<file path="src/rtl/clock_set_ctrl_if.sv">
// Button and status bundle between the time-setting controller and its surroundings.
// The master drives the raw buttons and observes status. The slave is the controller.
interface clock_set_ctrl_if;
    logic       btn_mode;
    logic       btn_inc;
    logic       run_en;
    logic       hour_inc;
    logic       min_inc;
    logic       sec_clr;
    logic [5:0] blink_mask;
    logic [1:0] state;

    modport master (
        output btn_mode, btn_inc,
        input  run_en, hour_inc, min_inc, sec_clr, blink_mask, state
    );

    modport slave (
        input  btn_mode, btn_inc,
        output run_en, hour_inc, min_inc, sec_clr, blink_mask, state
    );
endinterface

</file>
<file path="src/rtl/clock_set_ctrl.sv">
// Time-setting controller for the digital clock.
// It debounces the mode and inc buttons and steps through RUN, SET_HOUR, SET_MIN and SET_SEC.
// It emits single-cycle field pulses with auto-repeat, a blink mask for the edited field,
// and an idle timeout back to RUN.
module clock_set_ctrl #(
    parameter int unsigned DEB_CYCLES    = 1000000,
    parameter int unsigned REPEAT_DELAY  = 50000000,
    parameter int unsigned REPEAT_PERIOD = 10000000,
    parameter int unsigned BLINK_HALF    = 25000000,
    parameter int unsigned TIMEOUT       = 1000000000
) (
    input  logic            clk,
    input  logic            reset,
    clock_set_ctrl_if.slave bus
);

    typedef enum logic [1:0] {
        S_RUN      = 2'd0,
        S_SET_HOUR = 2'd1,
        S_SET_MIN  = 2'd2,
        S_SET_SEC  = 2'd3
    } state_t;

    localparam int unsigned REP_MAX = (REPEAT_DELAY > REPEAT_PERIOD) ? REPEAT_DELAY : REPEAT_PERIOD;
    localparam int unsigned DW = $clog2(DEB_CYCLES + 1);
    localparam int unsigned RW = $clog2(REP_MAX + 1);
    localparam int unsigned BW = $clog2(BLINK_HALF + 1);
    localparam int unsigned TW = $clog2(TIMEOUT + 1);

    localparam logic [DW-1:0] DEB_LAST    = DW'(DEB_CYCLES - 1);
    localparam logic [RW-1:0] DELAY_LAST  = RW'(REPEAT_DELAY - 1);
    localparam logic [RW-1:0] PERIOD_LAST = RW'(REPEAT_PERIOD - 1);
    localparam logic [BW-1:0] BLINK_LAST  = BW'(BLINK_HALF - 1);
    localparam logic [TW-1:0] TO_LAST     = TW'(TIMEOUT - 1);

    // Index 0 is the mode button. Index 1 is the inc button.
    logic [1:0]          raw;
    logic [1:0]          sync1, sync2;
    logic [1:0]          deb, deb_q;
    logic [1:0]          press;
    logic [1:0][DW-1:0]  deb_cnt;

    state_t              state_q, state_d;
    logic                entry;
    logic                mode_evt, inc_evt, deb_inc;
    logic                timeout_hit;

    logic                rep_armed_q, rep_first_q;
    logic [RW-1:0]       rep_cnt_q;
    logic [RW-1:0]       rep_limit;
    logic                rep_fire;

    logic                blink_phase_q;
    logic [BW-1:0]       blink_cnt_q;
    logic [TW-1:0]       idle_q;

    logic                hour_d, min_d, sec_d;
    logic                hour_q, min_q, sec_q;
    logic [5:0]          mask_d;

    assign raw      = {bus.btn_inc, bus.btn_mode};
    assign mode_evt = press[0];
    // Mode wins a simultaneous press, so the inc event is dropped.
    assign inc_evt  = press[1] & ~press[0];
    assign deb_inc  = deb[1];

    // Synchronize, debounce and edge-detect both buttons.
    always_ff @(posedge clk) begin
        if (reset) begin
            sync1   <= '0;
            sync2   <= '0;
            deb     <= '0;
            deb_q   <= '0;
            press   <= '0;
            deb_cnt <= '0;
        end else begin
            sync1 <= raw;
            sync2 <= sync1;
            deb_q <= deb;
            press <= deb & ~deb_q;
            for (int unsigned i = 0; i < 2; i++) begin
                if (sync2[i] != deb[i]) begin
                    if (deb_cnt[i] == DEB_LAST) begin
                        deb[i]     <= sync2[i];
                        deb_cnt[i] <= '0;
                    end else begin
                        deb_cnt[i] <= deb_cnt[i] + DW'(1);
                    end
                end else begin
                    deb_cnt[i] <= '0;
                end
            end
        end
    end

    // Compute the next state from mode presses and the idle timeout.
    always_comb begin
        state_d     = state_q;
        timeout_hit = (idle_q == TO_LAST) && !press[0] && !press[1] && !deb_inc;
        if (mode_evt) begin
            case (state_q)
                S_RUN:      state_d = S_SET_HOUR;
                S_SET_HOUR: state_d = S_SET_MIN;
                S_SET_MIN:  state_d = S_SET_SEC;
                default:    state_d = S_RUN;
            endcase
        end else if (state_q != S_RUN && timeout_hit) begin
            state_d = S_RUN;
        end
    end

    assign entry = (state_d != state_q);

    // Hold the state register.
    always_ff @(posedge clk) begin
        if (reset) state_q <= S_RUN;
        else       state_q <= state_d;
    end

    // Decode the field pulses, the auto-repeat trigger and the blink mask.
    always_comb begin
        rep_limit = rep_first_q ? DELAY_LAST : PERIOD_LAST;
        rep_fire  = rep_armed_q && deb_inc && !entry && (rep_cnt_q == rep_limit);
        hour_d    = (state_q == S_SET_HOUR) && !entry && (inc_evt || rep_fire);
        min_d     = (state_q == S_SET_MIN)  && !entry && (inc_evt || rep_fire);
        sec_d     = (state_q == S_SET_SEC)  && !entry && inc_evt;
        mask_d    = '0;
        if (!deb_inc) begin
            case (state_q)
                S_SET_HOUR: mask_d[5:4] = {2{blink_phase_q}};
                S_SET_MIN:  mask_d[3:2] = {2{blink_phase_q}};
                S_SET_SEC:  mask_d[1:0] = {2{blink_phase_q}};
                default:    mask_d      = '0;
            endcase
        end
    end

    // Register the pulses and run the repeat, blink and idle counters.
    always_ff @(posedge clk) begin
        if (reset) begin
            hour_q        <= 1'b0;
            min_q         <= 1'b0;
            sec_q         <= 1'b0;
            rep_armed_q   <= 1'b0;
            rep_first_q   <= 1'b0;
            rep_cnt_q     <= '0;
            blink_phase_q <= 1'b0;
            blink_cnt_q   <= '0;
            idle_q        <= '0;
        end else begin
            hour_q <= hour_d;
            min_q  <= min_d;
            sec_q  <= sec_d;

            // Any state change or release disarms the repeat; only a fresh press re-arms it.
            if (entry || !deb_inc) begin
                rep_armed_q <= 1'b0;
                rep_cnt_q   <= '0;
            end else if (inc_evt && (state_q == S_SET_HOUR || state_q == S_SET_MIN)) begin
                rep_armed_q <= 1'b1;
                rep_first_q <= 1'b1;
                rep_cnt_q   <= '0;
            end else if (rep_armed_q) begin
                if (rep_fire) begin
                    rep_first_q <= 1'b0;
                    rep_cnt_q   <= '0;
                end else begin
                    rep_cnt_q <= rep_cnt_q + RW'(1);
                end
            end

            if (entry) begin
                blink_phase_q <= 1'b0;
                blink_cnt_q   <= '0;
            end else if (blink_cnt_q == BLINK_LAST) begin
                blink_phase_q <= ~blink_phase_q;
                blink_cnt_q   <= '0;
            end else begin
                blink_cnt_q <= blink_cnt_q + BW'(1);
            end

            if (entry || press[0] || press[1] || deb_inc || state_q == S_RUN) idle_q <= '0;
            else                                                              idle_q <= idle_q + TW'(1);
        end
    end

    assign bus.run_en     = (state_q == S_RUN);
    assign bus.hour_inc   = hour_q;
    assign bus.min_inc    = min_q;
    assign bus.sec_clr    = sec_q;
    assign bus.blink_mask = mask_d;
    assign bus.state      = state_q;

endmodule

</file>
<file path="src/flat_wrapper.sv">
// flat-port wrapper written by rule: the top's interface ports become plain ports
module clock_set_ctrl_flat 
#(
    parameter int unsigned DEB_CYCLES    = 1000000,
    parameter int unsigned REPEAT_DELAY  = 50000000,
    parameter int unsigned REPEAT_PERIOD = 10000000,
    parameter int unsigned BLINK_HALF    = 25000000,
    parameter int unsigned TIMEOUT       = 1000000000
)
  (clk, reset, bus_btn_mode, bus_btn_inc, bus_run_en, bus_hour_inc, bus_min_inc, bus_sec_clr, bus_blink_mask, bus_state);
  clock_set_ctrl_if bus_i ();
  input  logic clk;
  input  logic reset;
  input wire logic [$bits(bus_i.btn_mode)-1:0] bus_btn_mode;
  input wire logic [$bits(bus_i.btn_inc)-1:0] bus_btn_inc;
  output wire logic [$bits(bus_i.run_en)-1:0] bus_run_en;
  output wire logic [$bits(bus_i.hour_inc)-1:0] bus_hour_inc;
  output wire logic [$bits(bus_i.min_inc)-1:0] bus_min_inc;
  output wire logic [$bits(bus_i.sec_clr)-1:0] bus_sec_clr;
  output wire logic [$bits(bus_i.blink_mask)-1:0] bus_blink_mask;
  output wire logic [$bits(bus_i.state)-1:0] bus_state;
  assign bus_i.btn_mode = bus_btn_mode;
  assign bus_i.btn_inc = bus_btn_inc;
  assign bus_run_en = bus_i.run_en;
  assign bus_hour_inc = bus_i.hour_inc;
  assign bus_min_inc = bus_i.min_inc;
  assign bus_sec_clr = bus_i.sec_clr;
  assign bus_blink_mask = bus_i.blink_mask;
  assign bus_state = bus_i.state;
  clock_set_ctrl #(.DEB_CYCLES(DEB_CYCLES), .REPEAT_DELAY(REPEAT_DELAY), .REPEAT_PERIOD(REPEAT_PERIOD), .BLINK_HALF(BLINK_HALF), .TIMEOUT(TIMEOUT)) u_core (.clk(clk), .reset(reset), .bus(bus_i));
endmodule
</file>
<file path="config.mk">
export PLATFORM = sky130hd
export DESIGN_NAME = clock_set_ctrl_flat
export DESIGN_NICKNAME = d
export VERILOG_FILES = /design/src/rtl/clock_set_ctrl_if.sv /design/src/rtl/clock_set_ctrl.sv /design/src/flat_wrapper.sv
export SDC_FILE = /design/constraint.sdc
export NUM_CORES = 1
export LEC_CHECK = 0
export CORE_ASPECT_RATIO = 0.75
export CORE_MARGIN = 8
export CORE_UTILIZATION = 42
export DETAILED_ROUTE_END_ITERATION = 8
export SETUP_SLACK_MARGIN = 0.3
export SYNTH_ARGS = -nofsm -noshare
export SYNTH_HDL_FRONTEND = slang
export SYNTH_SLANG_ARGS = --single-unit
</file>
<file path="constraint.sdc">
create_clock -name clk -period 2.3 [get_ports clk]
set_input_delay 0.345 -clock clk [delete_from_list [all_inputs] [get_ports clk]]
set_output_delay 0.345 -clock clk [all_outputs]
set_load 0.02 [all_outputs]
</file>
# After elaboration in Yosys (flattened, before gate mapping)
# Index checks and enable logic that the tools add are counted.
# classes
mux	12
n_shift	0
add_sub_neg	5
bitwise	8
div_mod_pow	0
n_reduce_logical	39
n_eq_ne	11
multipliers	0
n_lt_le_gt_ge	0
# op_table
operator	count
$mux 26	2
$add 20x1->20 const B	2
$eq 20x20->1 const B	2
$add 30x1->30 const B	1
$eq 30x30->1 const B	1
$add 26x1->26 const B	1
$eq 26x26->1	1
$add 25x1->25 const B	1
$eq 25x25->1 const B	1
$logic_and 1x1->1	14
$reduce_or 3->1	4
$mux 2	5
$logic_or 1x1->1	7
$mux 6	1
$pmux 2 s3	1
$reduce_bool 2->1	3
$reduce_or 2->1	3
$not 1->1	5
$eq 2x2->1 const B	2
$logic_not 1->1	4
$reduce_and 2->1	2
$mux 1	3
$reduce_and 3->1	1
$and 2x2->2	1
other kinds (6)	7
# totals
memories	0
inputBits	4
mem_bits_ro	0
latch_bits	0
ff_bits	139
ram_bits	0
word_cells	93

# Longest topological paths before layout
# Gate-level depths: netlist of run 1.
# depth
depth_word	14
ltp_mapped	9
mapped_depth_nobuf	7

# Worst setup path before layout of run 1
# OpenSTA, ideal clock, no wires.
# synth_path
path_kind	flip-flop to flip-flop
start	register u_core.state_q[0] (netlist: u_core.bus.state[0])
end	register u_core.idle_q[29]
arrival_time_ps	2062
n_path_buf	2
required_time_ps	2185
path_stages_with_launch	10
setup_ps	115
slack_ps	123
path_cell_list	dfxtp_1 > inv_1 > ha_1 > o21a_1 > o21ai_0 > a211oi_2 > nand2_1 > buf_2 > buf_6 > nor2_1
# synth_between
word_cells_on_any_way	14
classes_between	3 x eq/ne; 3 x mux; 8 x reduce/logical
# synth_rtl
element	line_no	rtl
start: declaration	clock_set_ctrl.sv:43	state_t state_q, state_d;
start signal: assignment	clock_set_ctrl.sv:117	else state_q <= state_d;
$logic_not 2->1 *	-	
via bus_run_en	flat_wrapper.sv:16	output wire logic [$bits(bus_i.run_en)-1:0] bus_run_en;
$pmux 2 s3	clock_set_ctrl.sv:101	case (state_q)
$mux 2	clock_set_ctrl.sv:100	if (mode_evt) begin
$ne 2x2->1	clock_set_ctrl.sv:112	assign entry = (state_d != state_q);
$logic_or 1x1->1 (3 in a row)	clock_set_ctrl.sv:182	if (entry || press[0] || press[1] || deb_inc || state_q == S_RUN) idle_q <= '0;
$logic_or 1x1->1 *	clock_set_ctrl.sv:182	
$reduce_or 2->1 (no line) *	-	
end signal: assignment	clock_set_ctrl.sv:183	else idle_q <= idle_q + TW'(1);
end: declaration	clock_set_ctrl.sv:55	logic [TW-1:0] idle_q;
# The timed path passes the listed nets; every way through them passes the cells marked *.
# A chain may end at the register's enable or synchronous reset.

# Worst setup path in the final report of run 1
# layout_path
start	register u_core.state_q[0] (netlist: u_core.bus.state[0])
end	output bus_blink_mask[3]
# layout_between
elab_chain_cells	3
# layout_rtl
element	line_no	rtl
$eq 2x2->1	clock_set_ctrl.sv:129	case (state_q)
$mux 2	clock_set_ctrl.sv:129	
$mux 6	clock_set_ctrl.sv:128	if (!deb_inc) begin
end: declaration	flat_wrapper.sv:20	output wire logic [$bits(bus_i.blink_mask)-1:0] bus_blink_mask;
# No other way between the ends.

==> flow_metrics.py, run 1 <==
metrics = {
    "logic_synthesis": {
        "async_flop_share_pct": 0,
        "synth_warnings": 0,
        "synth_seq_area_share_pct": 45.1,
        "synth_common_cells": "nor2_1 (154), dfxtp_1 (139), xor2_1 (68)",
        "synthCells": 705,
        "syn_area_per_cell_sq_um": 8.76,
        "synth-main-ff-cell": "dfxtp_1",
        "synth-edff-count": 0,
        "yosysUniqueCellTypes": 43,
        "synth_top_area_share_pct": 45.1,
        "synth_largest_area_cell": "dfxtp_1",
        "synth_area_leaders": "dfxtp_1 (45%), xor2_1 (9.6%), nor2_1 (9.4%)",
        "yosysMostFrequentCell": "nor2_1",
        "syn-cell-area_sq_mm": 0.00618,
        "synth_seq_cells": 139,
        "synth_nets": 718,
    },
    "clock_network": {
        "clk_pin_slew_ns": 0.05,
        "clk_latency_ns": 0.42,
        "cts_hold_buf": 0,
        "cts_made_buffers": 17,
        "cts.sinks": 139,
        "htree_num_levels": 4,
        "cts_tree": "yes",
        "cts_root_buffer": "clkbuf_16",
        "clock_path_buffers": 2,
    },
    "sta": {
        "report.final.slew_viol_count": 0,
        "slew_headroom_pct": 55.6,
        "rsz0062_at_grt": "true",
        "max_freq_ghz": 0.511,
        "setup_violations": 0,
        "worst_slew_pin_slew_ns": 0.660,
        "whs_ns": 0.382,
        "fin_worst_skew_ns": 0.00645,
        "finalHoldViolations": 0,
        "min_period_ns": 1.96,
        "finalCritPeriodShare_pct": 85.1,
    },
    "layout": {
        "syn_to_final_growth_pct": 19.0,
        "stdcell_area_sq_mm": 0.00735,
        "multi_input_area_sq_mm": 0.00330,
        "register_area_sq_mm": 0.00279,
        "fill_cells": 1347,
        "antennaDiodeCount": 0,
        "drive_above_1_share_pct": 10.3,
        "final_nets": 751,
    },
    "global_routing": {
        "grt_pass1_wl_microns": 21800,
        "antenna_found_initial": 0,
        "grt_use_total_pct": 14.3,
        "grt_max_degree": 30,
        "grt_pass1_vias": 4569,
        "grt-ovfl-total": 0,
    },
    "detailed_routing": {
        "routed_wl_microns": 12700,
        "detail-route-antenna-nets": 0,
        "route.vias.total": 4769,
        "drt-initial-drc-count": 281,
        "routedWlPerCell_microns": 13.4,
        "vias_per_cell": 5.01,
        "drc_errors": 0,
        "drtPass1Iterations": 4,
    },
    "setup_path": {
        "setup.worst_path.start_class": "flop",
        "end_kind": "output pin",
        "arrival_ns": 1.61,
        "crit_type": "flop to output pin",
        "crit_fanout": 8,
        "critical_path_required_ns": 1.96,
    },
    "placed_design": {
        "hpwl_microns": 8510,
        "placement.cell_area_sq_mm": 0.00657,
        "routabilityCongestion": 0.796,
        "io_buffers": 15,
    },
    "die": {
        "die_area_sq_mm": 0.0189,
        "initial_utilization_pct": 42.9,
        "core_area_sq_mm": 0.0144,
        "std_cell_rows": 38,
        "boundaryPins": 16,
        "die_y_microns": 121,
        "die-width_microns": 156,
    },
    "power_and_ir_drop": {
        "power_density_mw_per_mm2": 740,
        "leakagePower_nw": 2.44,
        "peakVddDrop_mv": 0.517,
    },
    "hold_path": {
        "min_path_type": "flop to flop",
    },
    "run": {
        "cap_violations": 0,
    },
    "outcome": {
        "status": "completed",
    },
}
## path summary, 6_finish.rpt
check                                         start                     end  slack (ns)  cells past startpoint
worst max-delay path            u_core.bus.state[0]       bus_blink_mask[3]        0.34                      4
worst min-delay path                u_core.deb_q[0]         u_core.press[0]        0.38                      1
worst max register to register  u_core.bus.state[0]  u_core.blink_cnt_q[17]        0.37                      7
worst min register to register      u_core.deb_q[0]         u_core.press[0]        0.38                      1
## critical path, cell delays in order, from the launching register on
cell             delay [ns]
dfxtp_4                0.37
inv_1                  0.10
ha_2                   0.25
and2_1                 0.20
clkdlybuf4s15_2        0.28
## sequential cells by signal, summed over array words and instances (netlist names), 2 cells and up
| signal | cells |
|---|---|
| u_core.blink_cnt_q | 25 |
| u_core.bus.state | 2 |
| u_core.deb | 2 |
| u_core.deb_cnt | 40 |
| u_core.deb_q | 2 |
| u_core.idle_q | 30 |
| u_core.press | 2 |
| u_core.rep_cnt_q | 26 |
| u_core.sync1 | 2 |
| u_core.sync2 | 2 |
## report_power, final
part	internal, mW	switching [mW]	leakage, nW
sequential	2.42	0.00731	1.12
clock	1.96	1.01	0.323
combinational	0.0252	0.0290	0.990
## layout make-up
type	instances	area share (%)
clock buffers	22	6.72
clock inverters	10	2.18
inverters	11	0.562
multi-input cells	535	44.9
flip-flops and latches	139	38.0
well taps	200	3.40
repair buffers	34	4.29
## logic make-up after synthesis
group           after synthesis  synth area share, %
compound gates               15                 1.68
xor+xnor                    116                 16.5
fa+ha+maj                     9                 1.82
buf+inv                      32                 2.69
flops                       139                 45.1
mux                           2                0.324
simple gates                392                 32.0
## metal layers
metal	wire length, microns	track usage (%)	share of wire [%]	up-vias
met2	5930	22.4	47	57
met4	199	5.93	1.6	0
met3	432	4.63	3.4	18
met5	0	0	0	-
li1	-	-	-	2462
met1	6150	17.8	48	2232
## through the flow
| step | TNS, ns | instances | util, % | total power [mW] | setup slack [ns] |
|---|---|---|---|---|---|
| after floorplan | 0 | 705 | - | 2.50 | 0.359 |
| after global placement | -0.328 | 912 | 45.6 | 2.52 | -0.0171 |
| after detailed placement | -3.25 | 912 | 45.6 | 2.52 | -0.170 |
| after CTS | 0 | 950 | 50.7 | 5.51 | 0.322 |
| after global routing | 0 | 951 | 51.0 | 5.62 | 0.269 |
| final | 0 | 951 | 51.0 | 5.44 | 0.342 |
## cell usage in the layout, fill, tap and decap left out, types with 7 or more instances in the layout
cell	netlist	final
nor2_1	154	153
dfxtp_1	139	136
xor2_1	68	68
nand3_1	57	57
nand2_1	49	49
xnor2_1	48	48
nand4_1	28	28
and3_1	19	19
clkbuf_16	0	17
buf_4	5	16
and4_1	15	15
nor3_1	13	12
inv_1	11	11
nor2b_1	9	9
nor4b_1	9	9
and2_1	8	8
nor4_1	9	8
clkdlybuf4s50_1	0	8
ha_1	9	7
## timing repair
item | CTS | global route
buffers inserted | 5 | 1
endpoints found under the hold margin | 0 | 0
cloned | 1 | 0
setup endpoints to repair | 65 | 82
resized for setup | 17 | 14
pin swaps | 3 | 2
Note: power is estimated with default switching activity, not from simulation.
==> run 2: changes to the inputs <==
--- a/config.mk
+++ b/config.mk
@@ -5,10 +5,12 @@
 export SDC_FILE = /design/constraint.sdc
 export NUM_CORES = 1
 export LEC_CHECK = 0
-export CORE_ASPECT_RATIO = 0.75
+export CELL_PAD_IN_SITES_DETAIL_PLACEMENT = 0
+export CELL_PAD_IN_SITES_GLOBAL_PLACEMENT = 1
 export CORE_MARGIN = 8
 export CORE_UTILIZATION = 42
 export DETAILED_ROUTE_END_ITERATION = 8
+export PLACE_DENSITY_LB_ADDON = 0.1
 export SETUP_SLACK_MARGIN = 0.3
 export SYNTH_ARGS = -nofsm -noshare
 export SYNTH_HDL_FRONTEND = slang
==> flow_metrics.py, run 2 (synthesis results as in run 1) <==
metrics = {
    "power_and_ir_drop": {
        "share_comb_of_total_power_pct": 0.8,
        "p_int_mw": 4.52,
        "power_density_mw_per_mm2": 768,
        "peakVddDrop_mv": 0.504,
        "leakagePower_nw": 2.40,
        "switching_power_mw": 1.05,
        "p_seq_share_pct": 43.5,
        "swShare_pct": 18.9,
        "power_mw": 5.57,
        "clock_power_share_pct": 55.7,
    },
    "setup_path": {
        "crit_type": "flop to flop",
        "crit_fanout": 25,
        "end_kind": "flop",
        "critical_path_required_ns": 2.61,
        "worstRegToRegCells": 6,
        "arrival_ns": 2.20,
        "setup.worst_path.start_class": "flop",
    },
    "detailed_routing": {
        "detail-route-antenna-nets": 0,
        "drtPass1Iterations": 4,
        "vias_per_cell": 5.01,
        "route.vias.total": 4654,
        "routedWlPerCell_microns": 13.1,
        "drt-initial-drc-count": 227,
        "drc_errors": 0,
        "routed_wl_microns": 12200,
    },
    "placed_design": {
        "dp_cells": 896,
        "io_buffers": 15,
        "hpwl_microns": 8440,
        "routabilityCongestion": 0.761,
    },
    "sta": {
        "tns_ns": 0,
        "worst_slew_pin_slew_ns": 0.538,
        "setup_violations": 0,
        "report.final.slew_viol_count": 0,
        "slew_headroom_pct": 64.0,
        "finalHoldViolations": 0,
        "max_freq_ghz": 0.528,
        "fin_worst_skew_ns": 0.00868,
        "finalCritPeriodShare_pct": 82.4,
        "rsz0062_at_grt": "true",
        "min_period_ns": 1.89,
    },
    "global_routing": {
        "antenna_found_initial": 0,
        "grt-ovfl-total": 0,
        "grt_pass1_wl_microns": 21100,
        "grt_max_degree": 30,
        "grt_use_total_pct": 13.8,
        "grt_pass1_vias": 4505,
    },
    "clock_network": {
        "htree_num_levels": 4,
        "cts.sinks": 139,
        "clk_pin_slew_ns": 0.05,
        "cts_made_buffers": 17,
        "cts_tree": "yes",
        "clock_path_buffers": 2,
        "cts_root_buffer": "clkbuf_16",
        "clk_latency_ns": 0.42,
        "cts_hold_buf": 0,
    },
    "layout": {
        "stdcell_count": 929,
        "final_nets": 745,
        "drive_above_1_share_pct": 9.40,
        "regMostFlops": "u_core.deb_cnt",
        "final_cell_mix": "nor2_1 (154), dfxtp_1 (137), xor2_1 (68), nand3_1 (57), nand2_1 (49)",
        "fill_cells": 1369,
        "reg_top3": "u_core.deb_cnt (40), u_core.idle_q (30), u_core.rep_cnt_q (26)",
        "syn_to_final_growth_pct": 17.4,
        "final_common_cell": "nor2_1",
        "antennaDiodeCount": 0,
        "largest_reg_flops": 40,
    },
    "die": {
        "die_area_sq_mm": 0.0188,
        "die-width_microns": 137,
        "boundaryPins": 16,
        "die_y_microns": 137,
        "std_cell_rows": 44,
        "initial_utilization_pct": 42.7,
        "core_area_sq_mm": 0.0145,
    },
    "run": {
        "cap_violations": 0,
    },
    "hold_path": {
        "min_path_type": "flop to flop",
        "min_path_cells": 1,
    },
    "outcome": {
        "status": "completed",
    },
}
## run 2: final cells by class
cell class,instances,area (sq um),area share [%]
Inverter,11,41.3,0.569
Sequential cell,139,2790,38.5
Multi-Input combinational cell,534,3260,45.0
Clock buffer,20,457,6.30
Tap cell,184,230,3.18
Clock inverter,12,218,3.00
Timing Repair Buffer,29,253,3.49
## run 2: metrics by stage
step | hold WS [ns] | setup slack [ns] | area (sq um) | utilization, %
floorplan | 0.367 | 0.359 | 6180 | -
global placement | 0.374 | 0.313 | 6560 | 45.3
detailed placement | 0.376 | 0.245 | 6560 | 45.3
CTS | 0.384 | 0.259 | 7230 | 50.0
global route | 0.395 | 0.300 | 7250 | 50.1
finish | 0.379 | 0.406 | 7250 | 50.1
## run 2: worst max-delay path: stages (launching register included)
cell,delay [ns]
dfxtp_1,0.37
nand2_2,0.11
or4_1,0.48
a2111o_1,0.44
nand4_2,0.15
buf_12,0.17
nor2_1,0.06
## run 2: repair_timing
item                       in CTS  in global routing
setup endpoints to repair      10                108
resized for setup              10                 21
pin swaps                       0                  3
setup buffers                   0                  1
## run 2: final timing paths
| path | startpoint | end | slack (ns) |
|---|---|---|---|
| min | u_core.deb_q[1] | u_core.press[1] | 0.38 |
| min reg2reg | u_core.deb_q[1] | u_core.press[1] | 0.38 |
| max | u_core.rep_cnt_q[19] | u_core.rep_cnt_q[8] | 0.41 |
| max reg2reg | u_core.rep_cnt_q[19] | u_core.rep_cnt_q[8] | 0.41 |
## run 2: routing by layer
metal  routed length (microns)  vias up  global-route usage (%)
li1                          -     2439                       -
met1                      5880     2171                    17.0
met2                      5800       31                    22.7
met3                       319       13                    3.79
met4                       167        0                    5.25
met5                         0        -                       0
## run 2: power by group through the flow
| stage | Sequential (mW) | Combinational [mW] | Clock, mW |
|---|---|---|---|
| 4_1_cts | 2.42 | 0.0445 | 3.17 |
| 6_report | 2.42 | 0.0442 | 3.10 |
| 2_1_floorplan | 2.48 | 0.0283 | 0 |
| 3_3_place_gp | 2.48 | 0.0428 | 0 |
| 3_5_place_dp | 2.48 | 0.0434 | 0 |
| 5_1_grt | 2.42 | 0.0492 | 3.27 |
